[config.mk]
export PLATFORM = sky130hd
export DESIGN_NAME = seq_magnitude_comparator
export DESIGN_NICKNAME = d
export VERILOG_FILES = /design/src/rtl/seq_magnitude_comparator_pkg.sv /design/src/rtl/seq_magnitude_comparator_digit_comparator.sv /design/src/rtl/seq_magnitude_comparator.sv
export SDC_FILE = /design/constraint.sdc
export NUM_CORES = 1
export LEC_CHECK = 0
export ABC_AREA = 1
export CELL_PAD_IN_SITES_DETAIL_PLACEMENT = 1
export CELL_PAD_IN_SITES_GLOBAL_PLACEMENT = 2
export CORE_ASPECT_RATIO = 1.2
export CORE_MARGIN = 1.5
export CORE_UTILIZATION = 33
export DETAILED_ROUTE_END_ITERATION = 7
export PLACE_DENSITY = 0.83
export SYNTH_ARGS = -nofsm -noshare
export SYNTH_HDL_FRONTEND = slang
export SYNTH_SLANG_ARGS = --single-unit
export TNS_END_PERCENT = 30
[constraint.sdc]
create_clock -name clk -period 3 [get_ports clk]
set_clock_uncertainty 0.2 [all_clocks]
set_input_delay 0.45 -clock clk [delete_from_list [all_inputs] [get_ports clk]]
set_output_delay 0.45 -clock clk [all_outputs]
set_load 0.03 [all_outputs]
[src/rtl/seq_magnitude_comparator_pkg.sv]
// Shared types and elaboration helpers for the iterative magnitude comparator.
// Both the FSM encoding and the slice-index sizing live here so sub-blocks agree.
package seq_magnitude_comparator_pkg;

  typedef enum logic {
    IDLE    = 1'b0,
    COMPARE = 1'b1
  } state_t;

  typedef struct packed {
    logic eq;
    logic gt;
    logic lt;
  } cmp_result_t;

  localparam int DEFAULT_WIDTH = 16;
  localparam int DEFAULT_DIGIT = 4;

  function automatic int calc_ndig(input int width, input int digit);
    return width / digit;
  endfunction

  // A single-slice configuration still needs a 1-bit index register.
  function automatic int calc_idx_width(input int ndig);
    return (ndig > 1) ? $clog2(ndig) : 1;
  endfunction

  localparam int DEFAULT_IDX_W =
    calc_idx_width(calc_ndig(DEFAULT_WIDTH, DEFAULT_DIGIT));

endpackage

[src/rtl/seq_magnitude_comparator_digit_comparator.sv]
// Combinational compare of one DIGIT-bit slice. Inverting the top bit of both
// slices turns an unsigned compare into a two's-complement compare.
module digit_comparator
  import seq_magnitude_comparator_pkg::*;
#(
  parameter int DIGIT = DEFAULT_DIGIT
) (
  input  logic [DIGIT-1:0] i_a,
  input  logic [DIGIT-1:0] i_b,
  input  logic             i_invert_msb,
  output logic             o_eq,
  output logic             o_gt,
  output logic             o_lt
);

  logic [DIGIT-1:0] w_a;
  logic [DIGIT-1:0] w_b;

  always_comb begin
    // NOTE: every signal assigned here gets a full default first, so no path
    // leaves it unassigned and no latch is inferred.
    w_a = i_a;
    w_b = i_b;
    w_a[DIGIT-1] = i_a[DIGIT-1] ^ i_invert_msb;
    w_b[DIGIT-1] = i_b[DIGIT-1] ^ i_invert_msb;
  end

  assign o_eq = (w_a == w_b);
  assign o_gt = (w_a >  w_b);
  assign o_lt = (w_a <  w_b);

endmodule

[src/rtl/seq_magnitude_comparator.sv]
// Iterative WIDTH-bit magnitude comparator: one DIGIT-bit slice per clock,
// MSB slice first, stopping on the first slice that differs.
module seq_magnitude_comparator
  import seq_magnitude_comparator_pkg::*;
#(
  parameter int WIDTH = DEFAULT_WIDTH,
  parameter int DIGIT = DEFAULT_DIGIT
) (
  input  logic             clk,
  input  logic             rst_n,
  input  logic             start,
  input  logic [WIDTH-1:0] a,
  input  logic [WIDTH-1:0] b,
  input  logic             signed_mode,
  output logic             busy,
  output logic             done,
  output logic             eq,
  output logic             gt,
  output logic             lt
);

  localparam int NDIG = calc_ndig(WIDTH, DIGIT);
  localparam int KW   = calc_idx_width(NDIG);
  localparam logic [KW-1:0] LAST_K = KW'(NDIG - 1);

  if ((DIGIT < 1) || (DIGIT > WIDTH) || ((WIDTH % DIGIT) != 0)) begin : g_bad_params
    $error("seq_magnitude_comparator: WIDTH must be a positive multiple of DIGIT");
  end

  state_t           r_state;
  state_t           w_next_state;
  logic [WIDTH-1:0] r_a;
  logic [WIDTH-1:0] r_b;
  logic             r_signed;
  logic [KW-1:0]    r_k;
  logic             r_done;
  cmp_result_t      r_result;

  logic [DIGIT-1:0] w_a_slice;
  logic [DIGIT-1:0] w_b_slice;
  logic             w_invert_msb;
  logic             w_slice_eq;
  logic             w_slice_gt;
  logic             w_slice_lt;
  logic             w_accept;
  logic             w_finish;

  // Slice mux: index 0 selects the most significant slice.
  if (NDIG == 1) begin : g_single
    assign w_a_slice = r_a;
    assign w_b_slice = r_b;
  end else begin : g_multi
    logic [DIGIT-1:0] w_a_digits [NDIG];
    logic [DIGIT-1:0] w_b_digits [NDIG];
    for (genvar i = 0; i < NDIG; i++) begin : g_split
      assign w_a_digits[i] = r_a[(NDIG-1-i)*DIGIT +: DIGIT];
      assign w_b_digits[i] = r_b[(NDIG-1-i)*DIGIT +: DIGIT];
    end
    assign w_a_slice = w_a_digits[r_k];
    assign w_b_slice = w_b_digits[r_k];
  end

  // Only the sign-carrying slice is biased in two's-complement mode.
  assign w_invert_msb = r_signed && (r_k == '0);

  digit_comparator #(
    .DIGIT (DIGIT)
  ) u_digit_cmp (
    .i_a          (w_a_slice),
    .i_b          (w_b_slice),
    .i_invert_msb (w_invert_msb),
    .o_eq         (w_slice_eq),
    .o_gt         (w_slice_gt),
    .o_lt         (w_slice_lt)
  );

  assign w_accept = (r_state == IDLE) && start;
  assign w_finish = (r_state == COMPARE) && (!w_slice_eq || (r_k == LAST_K));

  // State register.
  always_ff @(posedge clk or negedge rst_n) begin
    if (!rst_n) begin
      r_state <= IDLE;
    end else begin
      // NOTE: sequential state uses non-blocking assignments so every flop
      // samples pre-edge values regardless of block ordering.
      r_state <= w_next_state;
    end
  end

  // Next-state logic.
  always_comb begin
    w_next_state = r_state;
    unique case (r_state)
      IDLE:    if (start)    w_next_state = COMPARE;
      COMPARE: if (w_finish) w_next_state = IDLE;
      default:               w_next_state = IDLE;
    endcase
  end

  // Output logic.
  always_comb begin
    busy = (r_state == COMPARE);
    done = r_done;
    eq   = r_result.eq;
    gt   = r_result.gt;
    lt   = r_result.lt;
  end

  // Operand capture and slice walk; inputs are ignored once a compare runs.
  always_ff @(posedge clk or negedge rst_n) begin
    if (!rst_n) begin
      // NOTE: operand registers are reset too; they are plain flops, not a
      // RAM, so the reset is free and keeps post-reset state deterministic.
      r_a      <= '0;
      r_b      <= '0;
      r_signed <= 1'b0;
      r_k      <= '0;
    end else if (w_accept) begin
      r_a      <= a;
      r_b      <= b;
      r_signed <= signed_mode;
      r_k      <= '0;
    end else if ((r_state == COMPARE) && !w_finish) begin
      r_k      <= r_k + KW'(1);
    end
  end

  // Result registers: updated only when a compare completes, held otherwise.
  always_ff @(posedge clk or negedge rst_n) begin
    if (!rst_n) begin
      r_done   <= 1'b0;
      r_result <= '0;
    end else begin
      r_done <= w_finish;
      if (w_finish) begin
        r_result <= '{eq: w_slice_eq, gt: w_slice_gt, lt: w_slice_lt};
      end
    end
  end

endmodule

# After elaboration in Yosys (flattened, before gate mapping)
# Cells that the tools add are included.
# W data, S select, Z words.
# op_classes
n_addsub	1
mul	0
div_mod_pow	0
order_cmp	3
eq_ne	2
shift	0
n_mux	11
bitwise	4
n_reduce_logical	9
# ops
op	n
$bmux W4 S2	2
$mux W4	4
$eq A4 B4 Y1	1
$gt A4 B4 Y1	1
$logic_and A1 B1 Y1	4
$lt A4 B4 Y1	1
$mux W2	2
$ge A3 B3 Y1 const B	1
$not A2 Y3	1
$add A2 B1 Y2 const B	1
$eq A2 B2 Y1 const B	1
$logic_not A1 Y1	2
$logic_not A2 Y1	1
$mux W1	2
$pmux W1 S2	1
$reduce_bool A2 Y1	1
$xor A1 B1 Y1	2
$logic_or A1 B1 Y1	1
$not A1 Y1	1
# word_totals
register_bits	40
latch_bits	0
ram_bits	0
mem_bits_ro	0
in_bits	36
output_inout_bits	5
n_memories	0

# Logic depth before layout (Yosys ltp)
# logic_depth
ltp_word	13
ltp_mapped	15
depth_no_buf	13

# Cells and area by module
# A second synthesis with hierarchy kept.
# unflattened
hier_cells	257
area_unflattened_um2	2082.0
# modules_own_cells
mod	n_inst	cells_each	area_per_inst_um2	seq_area_each_um2
seq_magnitude_comparator	1	236	1953.1	1001.0
digit_comparator	1	21	128.9	0.0

# Least setup slack after synthesis
# No wires, ideal clock.
# synth_timing
kind	flip-flop to flip-flop
startpoint	reg r_k[0]
endpoint	reg r_k[0]
arrival_time_ns	1.956
required_time_ns	2.682
slack_ns	0.727
path_stages_with_launch	15
n_path_buf	2
synth_period_minus_slack_ns	2.273
path_cell_list	dfrtp_1 buf_2 inv_2 buf_4 ha_1 nand2_1 inv_1 nand3_1 nand2_1 ha_1 nand2_1 nor2_1 nand3_1 nand3_1 nand2_1
# synth_between
elab_chain_len	12
elab_cells_between_ends	22
# synth_lines
item	line_no	rtl
start, declared	seq_magnitude_comparator.sv:35	logic [KW-1:0] r_k;
start signal, assigned	seq_magnitude_comparator.sv:125	r_k <= r_k + KW'(1);
$not A2 Y3 (not written as such)	seq_magnitude_comparator.sv:59, seq_magnitude_comparator.sv:60	
$bmux W4 S2, on equally long branches	seq_magnitude_comparator.sv:59, seq_magnitude_comparator.sv:60	
$mux W4, on equally long branches (2 in a row)	seq_magnitude_comparator.sv:59, seq_magnitude_comparator.sv:60	
$xor A1 B1 Y1, on equally long branches	seq_magnitude_comparator_digit_comparator.sv:24, seq_magnitude_comparator_digit_comparator.sv:25	
$eq A4 B4 Y1	seq_magnitude_comparator_digit_comparator.sv:28	assign o_eq = (w_a == w_b);
$logic_not A1 Y1	seq_magnitude_comparator.sv:78	assign w_finish = (r_state == COMPARE) && (!w_slice_eq || (r_k == LAST_K));
$logic_or A1 B1 Y1	seq_magnitude_comparator.sv:78	
$logic_and A1 B1 Y1	seq_magnitude_comparator.sv:78	
$logic_not A1 Y1	seq_magnitude_comparator.sv:124	end else if ((r_state == COMPARE) && !w_finish) begin
$logic_and A1 B1 Y1	seq_magnitude_comparator.sv:124	
$reduce_bool A2 Y1 (no source line)	-	
# Parallel ways exist; a longest one is shown, timed or not. The select of a mux whose other input is x is not followed.
# A chain may end at the register's enable or synchronous reset.

# Final worst setup path
# layout_timing
startpoint	reg r_k[1]
endpoint	reg r_k[0]
# layout_between
elab_chain_len	12
elab_cells_between_ends	19
# layout_lines
item	line_no
$not A2 Y3 (not written as such)	seq_magnitude_comparator.sv:59, seq_magnitude_comparator.sv:60
$bmux W4 S2, on equally long branches	seq_magnitude_comparator.sv:59, seq_magnitude_comparator.sv:60
$mux W4, on equally long branches (2 in a row)	seq_magnitude_comparator.sv:59, seq_magnitude_comparator.sv:60
$xor A1 B1 Y1, on equally long branches	seq_magnitude_comparator_digit_comparator.sv:24, seq_magnitude_comparator_digit_comparator.sv:25
$eq A4 B4 Y1	seq_magnitude_comparator_digit_comparator.sv:28
$logic_not A1 Y1	seq_magnitude_comparator.sv:78
$logic_or A1 B1 Y1 (*)	seq_magnitude_comparator.sv:78
$logic_and A1 B1 Y1 (*)	seq_magnitude_comparator.sv:78
$logic_not A1 Y1 (*)	seq_magnitude_comparator.sv:124
$logic_and A1 B1 Y1 (*)	seq_magnitude_comparator.sv:124
$reduce_bool A2 Y1 (no source line) (*)	-
# Every way passes the cells marked *; elsewhere a longest branch is shown, timed or not. The select of a mux whose other input is x is not followed.

==> reports/metrics.yaml <==
synth_top_cells_by_area: "dfrtp_1, mux2_4, nand2_1, ha_1, mux2_2"
multiInputGateArea_um2: 912
clkLatencyLatePin_ns: 0.29
syn2layout_area_growth_pct: 28.9
ios: 41
track_usage_pct: 13.9
synth_fa_ha_area_share_pct: 3.73
clk_pin_slew_ns: 0.08
fin_setup_tns_ns: 0
cp-start-kind: "flop"
min_period_ns: 2.44
antenna_found_initial: 0
synth_compound_gate_area_share_pct: 5.96
routed_wl_um: 4000
dp.cells: 296
finish.instance_area_um2: 2600
cts_resized: 0
rsz0062_at_grt: "false"
die_y_um: 88.6
outcome: "completed"
drv_slew: 0
p_leak_nw: 1.25
place_area_um2: 2470
cts_buffer_depth: 2
root_buffer: "clkbuf_8"
rows: 31
synth_xor_area_share_pct: 0
seqCellArea_um2: 1000
fmax_ghz: 0.410
synth_area_um2: 2010
synth_top_area_share_pct: 49.7
final-instance-count-excl-fill: 304
synthSimpleGateAreaFrac_pct: 12.1
drt-initial-drc-count: 20
syn_inst: 179
dr.pass1.iters: 2
regToRegSetupSlack_ns: 0.56
setup_slack_ns: 0.558
muxShareOfSynthArea_pct: 23.5
critPathArrivalTime_ns: 2.48
post-dp-hpwl_um: 2870
p_total_w: 0.00253
rr_endpoint: "r_k[0]$_DFFE_PN0P_"
dp_slack_ns: 0.560
crit_type: "reg2reg"
ys_types: 18
syn_avg_cell_area_um2: 11.3
synth_top_family_by_area: "multiplexers"
hold_viol_final: 0
fin_nets: 263
cp.required_ns: 3.03
powerDensity_nw_per_um2: 973
min_path_type: "in2async"
htree_levels: 2
cp_max_fo: 9
finalSetupViolations: 0
antennaDiodeCount: 0
synth_warnings: 0
port_buffers: 40
cts_buffers: 5
dieArea_um2: 6580
num_vias: 1370
synth_fp_nets: 221
wl_per_cell_um: 13.2
ant_nets: 0
grt_pass1_wl_um: 6860
post-cts-setup-buffers: 0
ys_ff_latch: 40
fill_cells: 681
irDropWorstVdd_mv: 0.380
coreArea_um2: 5970
clock-sinks: 40
worstSetupEndpointType: "flop"
drive_gt1_share_pct: 21.2
fp.dieW_um: 74.3
period_share_pct: 81.4
ff2ff_path_depth: 13
maxCapViolCount: 0
grt_pass1_vias: 1494
grt_max_degree: 41
cts_tree: "done"
viasPerCell: 4.51
hold_buffers: 0
drc_errors: 0
worstMarginPinSlew_ns: 0.857
overflow: 0
routabilityCongestion: 0.693
start_util_pct: 33.7
ys_seq_area_share_pct: 49.7
synth_top_area_cell: "dfrtp_1"
slew_headroom_pct: 42.8
r2r_start: "r_k[1]$_DFFE_PN0P_"
cells in the final DEF, fill, tap and decap left out, drive strengths merged:
master and count:
dfrtp 40, clkdlybuf4s50 39, nand2 37, mux2 33, nor2 14, o21ai 12
inv 11, nand3 9, clkbuf 7, ha 6, o22a 3, o22ai 3
a21oi 3, buf 3, clkinv 1, bufinv 1
state kept, by name (all words and copies together), names as in the netlist:
name and cells:
g_multi.w_b_digits 16, lt 1, r_signed 1, r_k 2, gt 1, eq 1
g_multi.w_a_digits 16, done 1, busy 1
critical path, cell delays in order (launching register included):
cell and delay (ns):
dfrtp_1 0.35, clkinv_1 0.23, ha_1 0.27, nand2_1 0.10, inv_1 0.06, nand3_1 0.08
nand2_1 0.06, ha_1 0.29, nand2_1 0.08, nor2_1 0.22, nand3_1 0.19, inv_1 0.12
nand2_1 0.06, nand2_1 0.07
worst max path at each step:
stage	cells after the start	start	endpoint	slack, ns
after floorplan	14	r_k[0]$_DFFE_PN0P_	r_k[0]$_DFFE_PN0P_	0.73
after global placement	12	r_k[1]$_DFFE_PN0P_	r_k[0]$_DFFE_PN0P_	0.71
after detailed placement	13	r_k[1]$_DFFE_PN0P_	r_k[0]$_DFFE_PN0P_	0.56
after CTS	13	r_k[1]$_DFFE_PN0P_	r_k[0]$_DFFE_PN0P_	0.54
after global routing	13	r_k[1]$_DFFE_PN0P_	r_k[0]$_DFFE_PN0P_	0.21
final	13	r_k[1]$_DFFE_PN0P_	r_k[0]$_DFFE_PN0P_	0.56
area by class of cell:
cell class              instances  area share [%]
flip-flops and latches         40            38.5
well taps                      82            3.95
inverters                      12            1.73
clock inverters                 1            1.16
clock buffers                   7            3.71
repair buffers                 42            15.8
multi-input cells             120            35.1
report_power, final:
group | internal, W | switching, W
registers | 0.000779 | 0.000136
logic | 0.000582 | 0.000554
clock network | 0.000293 | 0.000182
stage by stage:
step / hold slack (ns) / utilization (%)
after floorplan: -0.0456 / -
after global routing: 0.144 / 43.5
after global placement: 0.269 / 41.4
after detailed placement: 0.281 / 41.4
final: 0.0651 / 43.5
after CTS: 0.102 / 43.5
Yosys cell counts:
cell type,count
ha_1,6
o22a_1,3
nand2_1,36
nand3_1,9
nand2_4,1
nor2_1,14
buf_2,3
mux2_4,27
o22ai_1,3
mux2_2,6
inv_2,2
clkinv_1,1
buf_6,3
inv_1,9
o21ai_0,12
a21oi_1,3
buf_4,1
dfrtp_1,40
cell families after synthesis:
kind of cell | after synthesis
AO/OA/AOI/OAI | 21
adder cells (fa/ha/maj) | 6
buffers and inverters | 19
flip-flops | 40
multiplexers | 33
AND/OR/NAND/NOR | 60
layer usage:
layer | share of wire (%) | global-route usage (%) | vias up
met5 | 0 | 0 | -
met4 | 1.8 | 4.96 | 0
met3 | 3.9 | 3.30 | 6
met2 | 51 | 24.4 | 27
met1 | 44 | 16.4 | 658
li1 | - | - | 679
Note: power is estimated with default switching activity, not from simulation.
